**config.mk**
```make
export PLATFORM = sky130hd
export DESIGN_NAME = uart_tx_arbiter_flat
export DESIGN_NICKNAME = d
export VERILOG_FILES = /design/src/rtl/uart_tx_arbiter_if.sv /design/src/rtl/uart_tx_arbiter.sv /design/src/flat_wrapper.sv
export SDC_FILE = /design/constraint.sdc
export NUM_CORES = 1
export LEC_CHECK = 0
export ABC_AREA = 1
export CAP_MARGIN = 25
export CORE_ASPECT_RATIO = 1.75
export CORE_MARGIN = 2
export CORE_UTILIZATION = 45
export DETAILED_ROUTE_END_ITERATION = 7
export GPL_TIMING_DRIVEN = 1
export PLACE_DENSITY = 0.77
export REMOVE_ABC_BUFFERS = 1
export SYNTH_ARGS = -nofsm -noshare
export SYNTH_HDL_FRONTEND = slang
export SYNTH_SLANG_ARGS = --single-unit
export TNS_END_PERCENT = 20
```
**constraint.sdc**
```tcl
create_clock -name clk -period 3.24 [get_ports clk]
set_input_delay 0.648 -clock clk [delete_from_list [all_inputs] [get_ports clk]]
set_output_delay 0.648 -clock clk [all_outputs]
set_load 0.02 [all_outputs]
```
**src/rtl/uart_tx_arbiter_if.sv**
```systemverilog
// uart_tx_arbiter_if: requester and transmitter handshake bundle for uart_tx_arbiter
interface uart_tx_arbiter_if #(
  parameter int N_REQ = 4
);
  logic [N_REQ-1:0]   req;
  logic [8*N_REQ-1:0] req_data;
  logic [N_REQ-1:0]   req_last;
  logic [N_REQ-1:0]   req_ack;
  logic [N_REQ-1:0]   grant;
  logic               tx_start;
  logic               tx_busy;
  logic               tx_data_en;
  logic [7:0]         tx_data;
  modport master (
    output req, req_data, req_last, tx_start, tx_busy,
    input  req_ack, grant, tx_data_en, tx_data
  );
  modport slave (
    input  req, req_data, req_last, tx_start, tx_busy,
    output req_ack, grant, tx_data_en, tx_data
  );
endinterface

```
**src/rtl/uart_tx_arbiter.sv**
```systemverilog
// uart_tx_arbiter: round-robin owner of a shared byte UART transmitter, grant locked per message.
// Define UART_ARB_TIMEOUT_EN to revoke a grant whose owner stalls in HOLD for TIMEOUT_CYC cycles.
module uart_tx_arbiter #(
  parameter int N_REQ       = 4,
  parameter int TIMEOUT_CYC = 65535
) (
  input  logic             clk,
  input  logic             rst_n,
  uart_tx_arbiter_if.slave bus,
  output logic             arb_busy,
  output logic             timeout_err
);
  localparam int PW = $clog2(N_REQ);
  localparam logic [PW:0] NR = (PW+1)'(N_REQ);
  localparam logic [N_REQ-1:0] ONE = N_REQ'(1);
  typedef enum logic [1:0] {IDLE, LOAD, WAIT_BUSY, HOLD} state_e;
  state_e state_q, state_d;
  logic [PW-1:0] ptr_q, ptr_d, owner_q, owner_d, winner, sel, owner_nxt;
  logic [PW:0] idx;
  logic [N_REQ-1:0] grant_q, grant_d, ack_q, ack_d;
  logic [7:0] data_q, data_d;
  logic last_q, last_d, found, cap, expired;
  if (N_REQ < 2 || N_REQ > 8 || TIMEOUT_CYC < 1) begin : g_cfg_err
    $error("uart_tx_arbiter: N_REQ must be 2..8 and TIMEOUT_CYC at least 1");
  end
  // first requester at or after ptr, wrapping
  always_comb begin
    found  = 1'b0;
    winner = ptr_q;
    idx    = '0;
    for (int k = 0; k < N_REQ; k++) begin
      idx = {1'b0, ptr_q} + (PW+1)'(k);
      idx = idx >= NR ? idx - NR : idx;
      if (!found && bus.req[idx[PW-1:0]]) begin
        found  = 1'b1;
        winner = idx[PW-1:0];
      end
    end
  end
  assign owner_nxt = owner_q == PW'(N_REQ - 1) ? '0 : owner_q + 1'b1;
  assign sel       = state_q == IDLE ? winner : owner_q;
  always_comb begin
    state_d = state_q;
    ptr_d   = ptr_q;
    owner_d = owner_q;
    grant_d = grant_q;
    cap     = 1'b0;
    case (state_q)
      IDLE: if (found && !bus.tx_busy) begin
        cap     = 1'b1;
        owner_d = winner;
        grant_d = ONE << winner;
        state_d = LOAD;
      end
      LOAD: state_d = bus.tx_start ? WAIT_BUSY : LOAD;
      WAIT_BUSY: if (!bus.tx_busy) begin
        if (last_q) begin
          grant_d = '0;
          ptr_d   = owner_nxt;
          state_d = IDLE;
        end else begin
          cap     = bus.req[owner_q];
          state_d = bus.req[owner_q] ? LOAD : HOLD;
        end
      end
      HOLD: if (bus.req[owner_q]) begin
        cap     = 1'b1;
        state_d = LOAD;
      end else if (expired) begin
        grant_d = '0;
        ptr_d   = owner_nxt;
        state_d = IDLE;
      end
      default: state_d = IDLE;
    endcase
  end
  assign data_d = cap ? bus.req_data[8*sel +: 8] : data_q;
  assign last_d = cap ? bus.req_last[sel] : last_q;
  assign ack_d  = cap ? ONE << sel : '0;
  always_ff @(posedge clk or negedge rst_n) begin
    if (!rst_n) begin
      state_q <= IDLE;
      ptr_q   <= '0;
      owner_q <= '0;
      grant_q <= '0;
      ack_q   <= '0;
      data_q  <= 8'h00;
      last_q  <= 1'b0;
    end else begin
      state_q <= state_d;
      ptr_q   <= ptr_d;
      owner_q <= owner_d;
      grant_q <= grant_d;
      ack_q   <= ack_d;
      data_q  <= data_d;
      last_q  <= last_d;
    end
  end
  assign bus.req_ack    = ack_q;
  assign bus.grant      = grant_q;
  assign bus.tx_data_en = state_q == LOAD;
  assign bus.tx_data    = data_q;
  assign arb_busy       = state_q != IDLE;
`ifdef UART_ARB_TIMEOUT_EN
  localparam int CW = $clog2(TIMEOUT_CYC + 1);
  logic [CW-1:0] cnt_q, cnt_d;
  logic err_q, err_d;
  // cnt_q holds the number of HOLD cycles already spent, so HOLD lasts exactly TIMEOUT_CYC cycles
  assign expired = cnt_q == CW'(TIMEOUT_CYC - 1);
  assign cnt_d   = state_q == HOLD && state_d == HOLD ? cnt_q + 1'b1 : '0;
  assign err_d   = state_q == HOLD && state_d == IDLE;
  always_ff @(posedge clk or negedge rst_n) begin
    if (!rst_n) begin
      cnt_q <= '0;
      err_q <= 1'b0;
    end else begin
      cnt_q <= cnt_d;
      err_q <= err_d;
    end
  end
  assign timeout_err = err_q;
`else
  assign expired     = 1'b0;
  assign timeout_err = 1'b0;
`endif
endmodule

```
**src/flat_wrapper.sv**
```systemverilog
// flat-port wrapper written by rule: the top's interface ports become plain ports
module uart_tx_arbiter_flat 
#(
  parameter int N_REQ       = 4,
  parameter int TIMEOUT_CYC = 65535
)
  (clk, rst_n, arb_busy, timeout_err, bus_req, bus_req_data, bus_req_last, bus_tx_start, bus_tx_busy, bus_req_ack, bus_grant, bus_tx_data_en, bus_tx_data);
  uart_tx_arbiter_if #(.N_REQ(N_REQ)) bus_i ();
  input  logic clk;
  input  logic rst_n;
  output logic arb_busy;
  output logic timeout_err;
  input wire logic [$bits(bus_i.req)-1:0] bus_req;
  input wire logic [$bits(bus_i.req_data)-1:0] bus_req_data;
  input wire logic [$bits(bus_i.req_last)-1:0] bus_req_last;
  input wire logic [$bits(bus_i.tx_start)-1:0] bus_tx_start;
  input wire logic [$bits(bus_i.tx_busy)-1:0] bus_tx_busy;
  output wire logic [$bits(bus_i.req_ack)-1:0] bus_req_ack;
  output wire logic [$bits(bus_i.grant)-1:0] bus_grant;
  output wire logic [$bits(bus_i.tx_data_en)-1:0] bus_tx_data_en;
  output wire logic [$bits(bus_i.tx_data)-1:0] bus_tx_data;
  assign bus_i.req = bus_req;
  assign bus_i.req_data = bus_req_data;
  assign bus_i.req_last = bus_req_last;
  assign bus_i.tx_start = bus_tx_start;
  assign bus_i.tx_busy = bus_tx_busy;
  assign bus_req_ack = bus_i.req_ack;
  assign bus_grant = bus_i.grant;
  assign bus_tx_data_en = bus_i.tx_data_en;
  assign bus_tx_data = bus_i.tx_data;
  uart_tx_arbiter #(.N_REQ(N_REQ), .TIMEOUT_CYC(TIMEOUT_CYC)) u_core (.clk(clk), .rst_n(rst_n), .bus(bus_i), .arb_busy(arb_busy), .timeout_err(timeout_err));
endmodule
```
# Word-level counts from Yosys, hierarchy flattened
# Index checks and enable logic that the tools add are counted.
[classes]
addsub = 8
bitwise = 1
order_cmp = 10
reduce_logical = 15
eq_ne = 8
n_shift = 3
muxes = 43
[ops]
columns = ["op", "count"]
rows = [
  ["$mux 2", 16],
  ["$shiftx 32x6->8", 1],
  ["$lt 2x3->1 const B", 6],
  ["$mux 4", 4],
  ["$mux 1", 14],
  ["$bmux 1 s2", 6],
  ["$ge 3x3->1 const B", 3],
  ["$pmux 2 s4", 1],
  ["$pmux 4 s2", 1],
  ["$shl 1x2->4 const A", 2],
  ["$sub 2x1->2 const B", 4],
  ["$add 2x2->3 const B", 2],
  ["$eq 2x2->1 const B", 3],
  ["$reduce_and 3->1", 2],
  ["$logic_and 1x1->1", 4],
  ["$logic_not 1->1", 4],
  ["$ne 2x1->1 const B", 2],
  ["$ne 2x2->1 const B", 2],
  ["$reduce_and 4->1", 1],
  ["$reduce_bool 2->1", 2],
  ["$add 2x1->3 const B", 1],
  ["$ge 2x3->1 const B", 1],
  ["$pmux 1 s3", 1],
  ["$add 2x1->2 const B", 1],
  ["4 further kinds", 4],
]
[word_totals]
output_inout_bits = 19
wordCells = 95
in_bits = 44
ff_bits = 23

# Depth between registers and ports, before layout
[logic_depth]
word_depth = 18
depth_mapped = 19
depth_no_buf = 18

# Worst setup path before layout
# Ideal clock, no wire load.
[synth_timing]
path_kind = "input -> register"
start = "input port bus_req[1]"
end = "register u_core.data_q[1], in the netlist u_core.bus.tx_data[1]"
setup_ps = 116
n_path_buf = 1
path_stages = 15
path_slack_ps = 1219
t_required_ps = 3124
t_arrival_ps = 1905
cell_sequence = "nand2_1 -> nand2_1 -> nand2_1 -> nand2_1 -> nor2_8 -> nand4_1 -> nand3_4 -> nand2_4 -> buf_12 -> nand2_2 -> nand2_1 -> nand2_1 -> nand2_1 -> nand2_1 -> nand2_1"
[synth_between]
elab_chain_len = 15
word_cells_on_any_way = 32
classes_between = "1 x shift; 24 x mux; 7 x reduce/logical"
[synth_rtl]
columns = ["element", "line_no", "rtl"]
rows = [
  ["start, declared", "flat_wrapper.sv:13", "input wire logic [$bits(bus_i.req)-1:0] bus_req;"],
  ["branches (longest 15 deep; another with $bmux 1 s2)", "-", ""],
  ["end signal, assigned", "uart_tx_arbiter.sv:95", "data_q <= data_d;"],
  ["end, declared", "uart_tx_arbiter.sv:21", "logic [7:0] data_q, data_d;"],
]
# Parallel ways; which one is timed is not known. The select of a mux whose other input is x is not followed.
# A chain may end at the register's enable or synchronous reset.

# Worst setup path in the final report
[layout_timing]
start = "input port bus_req[3]"
end = "register u_core.data_q[0], in the netlist u_core.bus.tx_data[0]"
# Same word-level chain as after synthesis.

==> impl_results.md <==
* Outcome: complete, no violations
* Count of flip-flops with a built-in enable after synthesis at 0
* Buf+Inv Stages, Crit Path at 1
* Synth Register Bits at 23
* Main combinational cell family by area after synthesis: simple AND/OR/NAND/NOR gates
* Fraction of the mapped netlist area in compound gates at 0.05429
* Met3 routed WL at 153 um
* Met1 Wirelength at 1772 um
* Vertical die dimension at 89.21 um
* Kind of end point of the critical path: register
* Pre-CTS setup slack at 383.9 ps
* PnR worst setup slack at 695.6 ps
* Post-route clock skew at 1.933 ps
* Library cell used as clock root buffer: clkbuf_8
* Delay of the slowest critical-path stage at 520 ps
* Setup TNS at 0 ps
* Sequential share of the synthesized area at 0.3083
* Post-cts sizing count at 0
* Detail Placement HPWL at 3792 um
* Worst Hold Path EP: u_core.bus.tx_data[5]
* Final worst path period need at 2544 ps
* Highest routed layer: met4
* Number of clock buffers inserted by TritonCTS at 3
* Post-synthesis cell type with the largest combined area: dfrtp_1
* Clock tree from TritonCTS: done
* Ys flop type: dfrtp_1
* Reg-to-reg startpoint: u_core.ptr_q[0]
* Multi-input gate area at 1101 sq um
* Number of cells on the worst reg-to-reg path at 15
* Share of cell area taken by muxes after synthesis at 0
* Design Power at 2.230 mW
* Number of cells after detailed placement at 377
* Number of placement rows at 31
* Crit Path Class: in2reg
* Worst R2R End: u_core.bus.tx_data[0]
* Adder and majority gate portion of the synthesized area at 0.03351
* Max-slew violation total from the final report at 0
* Number of endpoints with negative hold slack in the final report at 0
* Highest attainable clock frequency at 0.3930 GHz
* Share of flip-flops with an asynchronous set or reset after synthesis at 1.000
* Antenna violations before repair at 0
* Critical Path Slowest Stage Cell: clkdlybuf4s50_1
* Number of clock sinks at 23
* Remaining antenna violation count at 0
* Clock slew seen by the registers of the worst setup and hold paths at 90 ps
* Simple-gate share of the synthesized area at 0.5000
* Critical hold path startpoint: u_core.bus.tx_data[5]
* Number of cells on the worst hold path at 2
* Starting Density at 0.4584
* Critical path startpoint category: input port
* Ordered cell list for the critical path: clkdlybuf4s50_1 -> nand2_1 -> nand2_1 -> nand2_2 -> nand2_4 -> nand2_1 -> nand2_1 -> nand2_1 -> nand2_2 -> nand3_4 -> nand2_4 -> nand2_1 -> nand2_1 -> nand2_1 -> nand2_1 -> nand2_1 -> nand2_1
* Unrepaired setup endpoints after global routing: no
* Worst vdd ir at 0.6412 mV
* Floorplan core area at 4073 sq um
* Detailed route wirelength on metal2 at 2677 um
* Leak at 1.286 nW
* Boundary pin count at 63
* Cell area after synthesis at 1867 sq um
* Overall routing resource usage at 0.2162
* Worst-path fanout max at 21
* Total wire length at 4686 um
* Layout Cells excl Fill at 381
* Synthesis-to-layout area growth at 32.84%
* Register area at 575.6 sq um
* Post-DR wirelength/cell at 12.30 um
* Detailed router's first-iteration violation count at 35
* XOR/XNOR Fraction of Synth Area at 0
* Start point of the critical path: bus_req[3]
* Overall die width at 52.69 um
* First-pass GRT wire length at 7803 um
* Count of buffers from port buffering at 61
* CTS H-tree depth at 1
* Type of the most critical hold path: reg2reg
* Total power divided by cell area at 899.3 nW/um^2
* Required time of the worst setup path at 3440 ps
* Maximum clock insertion buffer count at 2
* Post-route fraction of the period consumed by the critical path at 0.7853
* Layout cell share with drive strength beyond 1 at 0.1175
* Via count of the first global-routing pass at 1883
* Mean area per synthesized cell at 6.788 sq um
* Setup fix buffers added after clock tree synthesis at 0
* Share of the synthesized area in the top cell type at 0.3083
* Number of vias in the routed layout at 1914
* Via density per instance at 5.024
* Number of unique standard cell types used by synthesis at 31
* Pin count of the biggest net entering global routing at 24
* Overall die area at 4700 sq um
* Slack of the worst reg-to-reg path at 740 ps
* Data arrival, critical path at 2750 ps
* Post-layout nets at 382
* Area contributors post-synth: dfrtp_1 (31%), nand2_1 (27%), nand2_2 (8.0%)
* Number of buffers added to fix hold violations after cts at 0
* Count of endpoints failing setup in the final report at 0
* Number of search-and-repair iterations in the first detailed-routing pass at 4
* Synthesized netlist cell count at 275
* Layout fillers at 410
* Post-Route Utilization at 0.6089
* Most frequent cells in the layout: nand2_1 (132), clkdlybuf4s50_1 (61), nand3_1 (26)
* Final GP Congestion at 0.8372
* Total congestion overflow after global routing at 0
* Max Cap Viol at 0
* Post-route DRC at 0
* Antenna fix cells at 0
* Worst path top cell family by delay: simple AND/OR/NAND/NOR gates
* Most common cell after layout, fill and taps aside: nand2_1
* Warning count from the yosys run at 0
* Worst-skew pair later-pin latency at 260 ps
* Crit path top cell by count: nand2_1
## sequential cells by signal (all words and copies together), names as in the netlist
name,cells
u_core.bus.req_ack,4
u_core.state_q,2
u_core.bus.grant,4
u_core.ptr_q,2
u_core.bus.tx_data,8
u_core.owner_q,2
u_core.last_q,1
## power by group
group	switching, mW	total (mW)	internal [mW]
logic	0.984	1.56	0.579
registers	0.0952	0.486	0.391
clock network	0.0947	0.180	0.0858
total	1.17	2.23	1.06
## cell families after synthesis
group	after synthesis
and+or+nand+nor	203
AOI/OAI and AO/OA	17
other	1
adders and majority gates	5
buffers and inverters	26
DFF	23
## layout make-up
type	count	share of cell area
clock buffers	3	0.01665
clock inverters	1	0.002018
inverters	17	0.03128
multi-input cells	226	0.4440
flip-flops and latches	23	0.2321
well taps	49	0.02472
repair buffers	62	0.2492
## metal layers
layer | up-vias | GRT usage
li1 | 986 | -
met5 | - | 0
met4 | 0 | 0.1002
met1 | 871 | 0.2273
met3 | 6 | 0.02007
met2 | 51 | 0.4148
## stage by stage
stage               hold WS [ps]  cell area (sq um)
floorplan                  352.4               1754
global placement           462.5               2434
detailed placement         464.0               2434
CTS                        487.2               2480
global route               512.7               2480
finish                     484.8               2480
## cells in the mapped netlist (2+ instances only)
master      n
nor3_1      5
inv_2       3
buf_12      2
nor4_1      2
inv_1      13
nand4_1     3
a21oi_1     5
buf_4       2
nand2_4     2
a22o_1      2
nand2_2    24
ha_1        5
nand3_1    26
clkbuf_8    3
nand2_1   132
o31ai_1     2
o21ai_0     5
nor2_1      4
dfrtp_1    23
## worst max path at each step
stage,endpoint,slack [ps],cells past startpoint
after floorplan,u_core.bus.tx_data[0],1130,14
after global placement,u_core.bus.tx_data[3],400,17
after detailed placement,u_core.bus.tx_data[3],380,17
after CTS,u_core.bus.tx_data[0],680,17
after global routing,u_core.bus.tx_data[3],370,17
final,u_core.bus.tx_data[0],700,17
## worst min-delay path, stage by stage, from the launching register on
cell and delay [ps]:
dfrtp_1 350, nand2_1 50, nand2_1 50
Note: power is estimated with default switching activity, not from simulation.
